**src/rtl/irq_ctrl_if.sv**
```systemverilog
// Register bus between the Bridge and the interrupt controller.
// There is no handshake: WE is a one-cycle write strobe, and every write completes on the edge where WE is high. Dout is combinational from Addr, so there is no backpressure or wait state.
interface irq_ctrl_if;
  logic [31:2] Addr;
  logic        WE;
  logic [31:0] Din;
  logic [31:0] Dout;

  modport master (output Addr, output WE, output Din, input Dout);
  modport slave  (input Addr, input WE, input Din, output Dout);
endinterface

```
**src/rtl/irq_ctrl.sv**
```systemverilog
// Fixed-priority interrupt controller: latches and masks device requests, presents one winner on HWInt,
// and sequences the claim / EOI handshake. A watchdog recovers from a handler that never writes EOI.
module irq_ctrl #(
  parameter int N_SRC    = 6,
  parameter int WDOG_CYC = 4096
) (
  input  logic             clk,
  input  logic             reset,
  input  logic [N_SRC-1:0] irq_in,
  irq_ctrl_if.slave        bus,
  output logic [N_SRC-1:0] HWInt
);

  localparam int            CW       = $clog2(WDOG_CYC);
  localparam logic [CW-1:0] CNT_LAST = CW'(WDOG_CYC - 1);

  typedef enum logic [1:0] {
    S_IDLE    = 2'd0,
    S_ASSERT  = 2'd1,
    S_SERVICE = 2'd2
  } state_t;

  state_t           state_q, state_d;
  logic [N_SRC-1:0] pend_q, pend_d;
  logic [N_SRC-1:0] mask_q, mask_d;
  logic [N_SRC-1:0] mode_q, mode_d;
  logic [N_SRC-1:0] prev_q;
  logic [N_SRC-1:0] insvc_q, insvc_d;
  logic [2:0]       cur_id_q, cur_id_d;
  logic [CW-1:0]    cnt_q, cnt_d;
  logic             wdog_q, wdog_d;

  logic [2:0]       off;
  logic             wr_pend, wr_mask, wr_mode, wr_claim, wr_eoi, wr_stat;
  logic [N_SRC-1:0] elig, cur_vec, edge_set, edge_clr;
  logic [2:0]       win_id;
  logic             win_vld;
  logic             claim_ok;
  logic [31:0]      rdata;
  logic             unused_bits;

  assign off      = bus.Addr[4:2];
  assign wr_pend  = bus.WE && (off == 3'd0);
  assign wr_mask  = bus.WE && (off == 3'd1);
  assign wr_mode  = bus.WE && (off == 3'd2);
  assign wr_claim = bus.WE && (off == 3'd3);
  assign wr_eoi   = bus.WE && (off == 3'd4);
  assign wr_stat  = bus.WE && (off == 3'd5);

  // Only some address and data bits are decoded; the others are folded into one signal so that lint does not report them as unused.
  assign unused_bits = ^{bus.Addr, bus.Din};

  assign elig    = pend_q & mask_q & ~insvc_q;
  assign cur_vec = N_SRC'(1) << cur_id_q;

  always_comb begin
    win_id  = '0;
    win_vld = 1'b0;
    for (int i = N_SRC - 1; i >= 0; i--) begin
      if (elig[i]) begin
        win_id  = 3'(i);
        win_vld = 1'b1;
      end
    end
  end

  assign claim_ok = (state_q == S_ASSERT) && wr_claim && (bus.Din[2:0] == cur_id_q);

  // Edge-mode bits are sticky until W1C or claim, and a new edge beats a clear on the same cycle.
  // Level-mode bits simply track the line.
  assign edge_set = irq_in & ~prev_q;
  assign edge_clr = (wr_pend ? bus.Din[N_SRC-1:0] : '0) | (claim_ok ? cur_vec : '0);
  assign pend_d   = (mode_q & (edge_set | (pend_q & ~edge_clr))) | (~mode_q & irq_in);
  assign mask_d   = wr_mask ? bus.Din[N_SRC-1:0] : mask_q;
  assign mode_d   = wr_mode ? bus.Din[N_SRC-1:0] : mode_q;

  always_comb begin
    state_d  = state_q;
    cur_id_d = cur_id_q;
    insvc_d  = insvc_q;
    cnt_d    = cnt_q;
    wdog_d   = wdog_q;
    if (wr_stat && bus.Din[8]) begin
      wdog_d = 1'b0;
    end
    unique case (state_q)
      S_IDLE: begin
        if (win_vld) begin
          state_d  = S_ASSERT;
          cur_id_d = win_id;
        end
      end
      S_ASSERT: begin
        if (claim_ok) begin
          state_d = S_SERVICE;
          insvc_d = insvc_q | cur_vec;
          cnt_d   = '0;
        end else if (!win_vld) begin
          state_d = S_IDLE;
        end else begin
          cur_id_d = win_id;
        end
      end
      S_SERVICE: begin
        if (wr_eoi) begin
          state_d = S_IDLE;
          insvc_d = '0;
        end else if (cnt_q == CNT_LAST) begin
          state_d = S_IDLE;
          insvc_d = '0;
          wdog_d  = 1'b1;
        end else if (cnt_q != '1) begin
          cnt_d = cnt_q + CW'(1);
        end
      end
      default: begin
        state_d = S_IDLE;
      end
    endcase
  end

  always_ff @(posedge clk or posedge reset) begin
    if (reset) begin
      state_q  <= S_IDLE;
      pend_q   <= '0;
      mask_q   <= '0;
      mode_q   <= '0;
      prev_q   <= '0;
      insvc_q  <= '0;
      cur_id_q <= '0;
      cnt_q    <= '0;
      wdog_q   <= 1'b0;
    end else begin
      state_q  <= state_d;
      pend_q   <= pend_d;
      mask_q   <= mask_d;
      mode_q   <= mode_d;
      prev_q   <= irq_in;
      insvc_q  <= insvc_d;
      cur_id_q <= cur_id_d;
      cnt_q    <= cnt_d;
      wdog_q   <= wdog_d;
    end
  end

  always_comb begin
    rdata = '0;
    case (off)
      3'd0:    rdata = 32'(pend_q);
      3'd1:    rdata = 32'(mask_q);
      3'd2:    rdata = 32'(mode_q);
      3'd3:    rdata = {(state_q == S_ASSERT), 28'b0, cur_id_q};
      3'd5:    rdata = {23'b0, wdog_q, 6'b0, state_q};
      default: rdata = '0;
    endcase
  end

  assign bus.Dout = rdata;
  assign HWInt    = (state_q == S_ASSERT) ? cur_vec : '0;

endmodule
```
**src/flat_wrapper.sv**
```systemverilog
// flat-port wrapper written by rule: the top's interface ports become plain ports
module irq_ctrl_flat 
#(
  parameter int N_SRC    = 6,
  parameter int WDOG_CYC = 4096
)
  (clk, reset, irq_in, HWInt, bus_Addr, bus_WE, bus_Din, bus_Dout);
  irq_ctrl_if bus_i ();
  input  logic clk;
  input  logic reset;
  input  logic [N_SRC-1:0] irq_in;
  output logic [N_SRC-1:0] HWInt;
  input wire logic [$bits(bus_i.Addr)-1:0] bus_Addr;
  input wire logic [$bits(bus_i.WE)-1:0] bus_WE;
  input wire logic [$bits(bus_i.Din)-1:0] bus_Din;
  output wire logic [$bits(bus_i.Dout)-1:0] bus_Dout;
  assign bus_i.Addr = bus_Addr;
  assign bus_i.WE = bus_WE;
  assign bus_i.Din = bus_Din;
  assign bus_Dout = bus_i.Dout;
  irq_ctrl #(.N_SRC(N_SRC), .WDOG_CYC(WDOG_CYC)) u_core (.clk(clk), .reset(reset), .irq_in(irq_in), .bus(bus_i), .HWInt(HWInt));
endmodule
```
**config.mk**
```make
export PLATFORM = sky130hd
export DESIGN_NAME = irq_ctrl_flat
export DESIGN_NICKNAME = d
export VERILOG_FILES = /design/src/rtl/irq_ctrl_if.sv /design/src/rtl/irq_ctrl.sv /design/src/flat_wrapper.sv
export SDC_FILE = /design/constraint.sdc
export NUM_CORES = 1
export LEC_CHECK = 0
export CAP_MARGIN = 20
export CORE_UTILIZATION = 41
export DETAILED_ROUTE_END_ITERATION = 6
export PLACE_DENSITY = 0.78
export REMOVE_ABC_BUFFERS = 1
export SETUP_SLACK_MARGIN = 0.15
export SLEW_MARGIN = 20
export SYNTH_ARGS = -nofsm -noshare
export SYNTH_HDL_FRONTEND = slang
export SYNTH_SLANG_ARGS = --single-unit
```
**constraint.sdc**
```tcl
create_clock -name clk -period 1.64 [get_ports clk]
set_clock_uncertainty 0.05 [all_clocks]
set_input_delay 0.246 -clock clk [delete_from_list [all_inputs] [get_ports clk]]
set_output_delay 0.246 -clock clk [all_outputs]
set_load 0.05 [all_outputs]
```
==> metrics.cfg <==
[run_status]
status=finished, violations left
violations=negative setup slack

[cells_and_area]
n_antenna_cell=0
final_cell_area_um2=4990
nNetsFinal=517
stdcell_count=539
areaGrowthSynthToFinish_pct=67.3
utilization_pct=72.2
fillers=415
drive_gt1_share_pct=54.0

[synthesis]
yosys.cell_count.top_type=dfrtp_1
yosys_most_used_dff=dfrtp_1
yosysWarnings=0
synth_enable_flop_cells=0
synth_seq_area_share_pct=40.3
synth.top_cell.area_share_pct=40.3
yosysUniqueCellTypes=56
synthTopCellsByCount=48 x dfrtp_1, 30 x nand2_1, 24 x buf_4, 19 x o31ai_1, 17 x a21oi_1
ys_top_cells_by_area=dfrtp_1 40%, buf_4 6.0%, mux2_2 4.9%, o31ai_1 4.8%, nand2_1 3.8%
synthCells=310
synth.avg_cell_area_um2=9.61
syn_area_um2=2980
synthArstFlopShare_pct=100
yosysTopAreaCell=dfrtp_1
synth.ff_latch_count=48

[detailed_routing]
wl_per_cell_um=21.2
routed_wl_um=11400
detail-route-antenna-nets=0
first_pass_iters=5
vias_per_cell=6.02
route.vias.total=3245
post-route-drc-count=0
drt_iter0_drc=387

[power]
power_frac_comb_pct=61.9
powerDensity_nw_per_um2=1320
seqPwrFrac_pct=24.3
ir_worst_vdd_uv=698
intPower_mw=3.78
p_clk_share_pct=13.8
netSwitchingPower_mw=2.80
swShare_pct=42.5
power_leakage_nw=2.20

[critical_path]
critPathArrivalTime_ps=2200
path_cells=buf_4 -> xnor2_2 -> nand3_2 -> buf_6 -> o21ai_4 -> buf_6 -> buf_6 -> a31oi_1 -> a21oi_1
reg2reg_from=u_core.cur_id_q[2]
crit_path_end_kind=flop
reg2reg_to=u_core.cnt_q[4]
cp-start-kind=flop
critPathMostFrequentCell=buf_6
cp.required_ps=1800
crit_fanout=7
critical_path_class=reg2reg
reg2reg_slack_ps=-400
ff2ff_path_depth=9
slowest_stage=dfrtp_1
slowest_delay_ps=410

[sta]
hold_viol_final=0
min_period_ps=2040
finalMaxSlewViolations=0
post-route-period-util_pct=124
rsz0062_at_grt=true
setup_viol=39
setup_ws_ps=-397
timing.fmax_mhz=491

[worst_hold_path]
min_path_type=in2async

[global_route]
grt_pass1_wl_um=16500
grt.total_usage_pct=28.6
grt_overflow_total=0
antenna_found_initial=0
grt_pass1_vias=3298
grt_max_degree=49

[die]
dieHeight_um=87.3
start_util_pct=43.2
coreArea_um2=6910
die_area_um2=7610
io_pins=109
die_x_um=87.3
rows=30

[clock_tree]
numCtsBuffers=5
clk_latency_ps=310
clock_path_buffers=2
cts_tree=built
cts-hold-fix-buffers=0
ctsRootBufferMaster=clkbuf_8
clock_sinks=48
htreeDepth=2
clk_pin_slew_ps=100

[placed_design]
place_inst=499
port_buffers=32
gp_congestion=0.863
place_area_um2=3980
dp_hpwl_um=6080

[run]
max_cap_viol_count=0

[state kept, by name, summed over array words and instances, names as in the netlist]
signal           cells
u_core.pend_q        6
u_core.insvc_q       6
u_core.cnt_q        12
u_core.wdog_q        1
u_core.mode_q        6
u_core.state_q       2
u_core.cur_id_q      3
u_core.prev_q        6
u_core.mask_q        6
[metal layers]
metal  vias up  share of wire [%]  global-route usage [%]
li1       1368                  -                       -
met1      1581                 37                    36.3
met2       232                 50                    46.9
met3        64                8.3                    3.89
met4         0                5.0                    16.1
met5         -                  0                       0
[cell type report]
type                       count  area (um^2)  area share [%]
multi-input combinational    237         2120            42.6
sequential                    48         1200            24.1
timing repair buffer         142         1390            27.9
clock inverter                 3         46.3           0.928
tap                           96          120            2.41
inverter                       8         36.3           0.728
clock buffer                   5         68.8            1.38
[worst max-delay path: cells and delay by family (launching register included)]
family / cells / cell delay (ps)
buffers and inverters: 4 / 600
DFF: 1 / 410
and+or+nand+nor: 1 / 150
AOI/OAI and AO/OA: 3 / 550
xor gates and xnor gates: 1 / 170
[repair_timing]
action / CTS / global route
endpoints found under the setup margin: 56 / 47
gates resized for setup: 105 / 46
buffers inserted: 18 / 12
pin swaps: 18 / 15
hold endpoints to repair: 0 / 0
gates cloned: 2 / 0
[logic make-up after synthesis]
logic type / Yosys count / share of synthesized area [%]
fa+ha+maj: 4 / 1.68
buf+inv: 49 / 10.0
other cells: 1 / 0.126
compound gates: 83 / 20.2
flops: 48 / 40.3
xor+xnor: 3 / 0.882
simple gates: 101 / 18.8
mux: 21 / 8.02
[per-stage QoR]
step	setup TNS [ps]	setup slack, ps	hold slack, ps	power (mW)
final	-8780	-397	220	6.58
after global routing	-11300	-451	263	6.83
after CTS	-5700	-262	246	5.91
after detailed placement	-19270	-550	431	4.28
after global placement	-16680	-472	429	4.21
after floorplan	-6550	-950	227	2.95
[cell usage in the layout, fill, tap and decap left out, types with 6 or more instances in the layout]
master           instances
a21o_1                   6
a21oi_1                 10
a21oi_2                  7
a221oi_2                 6
buf_12                  15
buf_4                   83
buf_6                   24
clkdlybuf4s50_1         13
conb_1                  24
dfrtp_1                 47
mux2_2                  12
mux2i_1                  6
nand2_1                 29
nor2_1                  13
o31ai_2                 10
o31ai_4                  9
[power groups by stage]
stage | Combinational (mW) | Sequential (mW) | Clock [mW]
2_1_floorplan | 1.35 | 1.60 | 0
5_1_grt | 4.24 | 1.62 | 0.977
6_report | 4.07 | 1.60 | 0.908
4_1_cts | 3.42 | 1.57 | 0.922
3_5_place_dp | 2.69 | 1.59 | 0
3_3_place_gp | 2.63 | 1.58 | 0
[worst max path at each step]
stage	startpoint	end	slack, ps	cells after the start
after global placement	bus_Addr[0]	u_core.cnt_q[2]	-470	7
after global routing	u_core.cur_id_q[2]	u_core.cnt_q[4]	-450	9
after CTS	u_core.cur_id_q[2]	bus_Dout[2]	-260	4
after detailed placement	bus_Addr[0]	u_core.cnt_q[2]	-550	7
after floorplan	u_core.state_q[1]	HWInt[4]	-950	4
final	u_core.cur_id_q[2]	u_core.cnt_q[4]	-400	9
(Power assumes the default switching activity.)
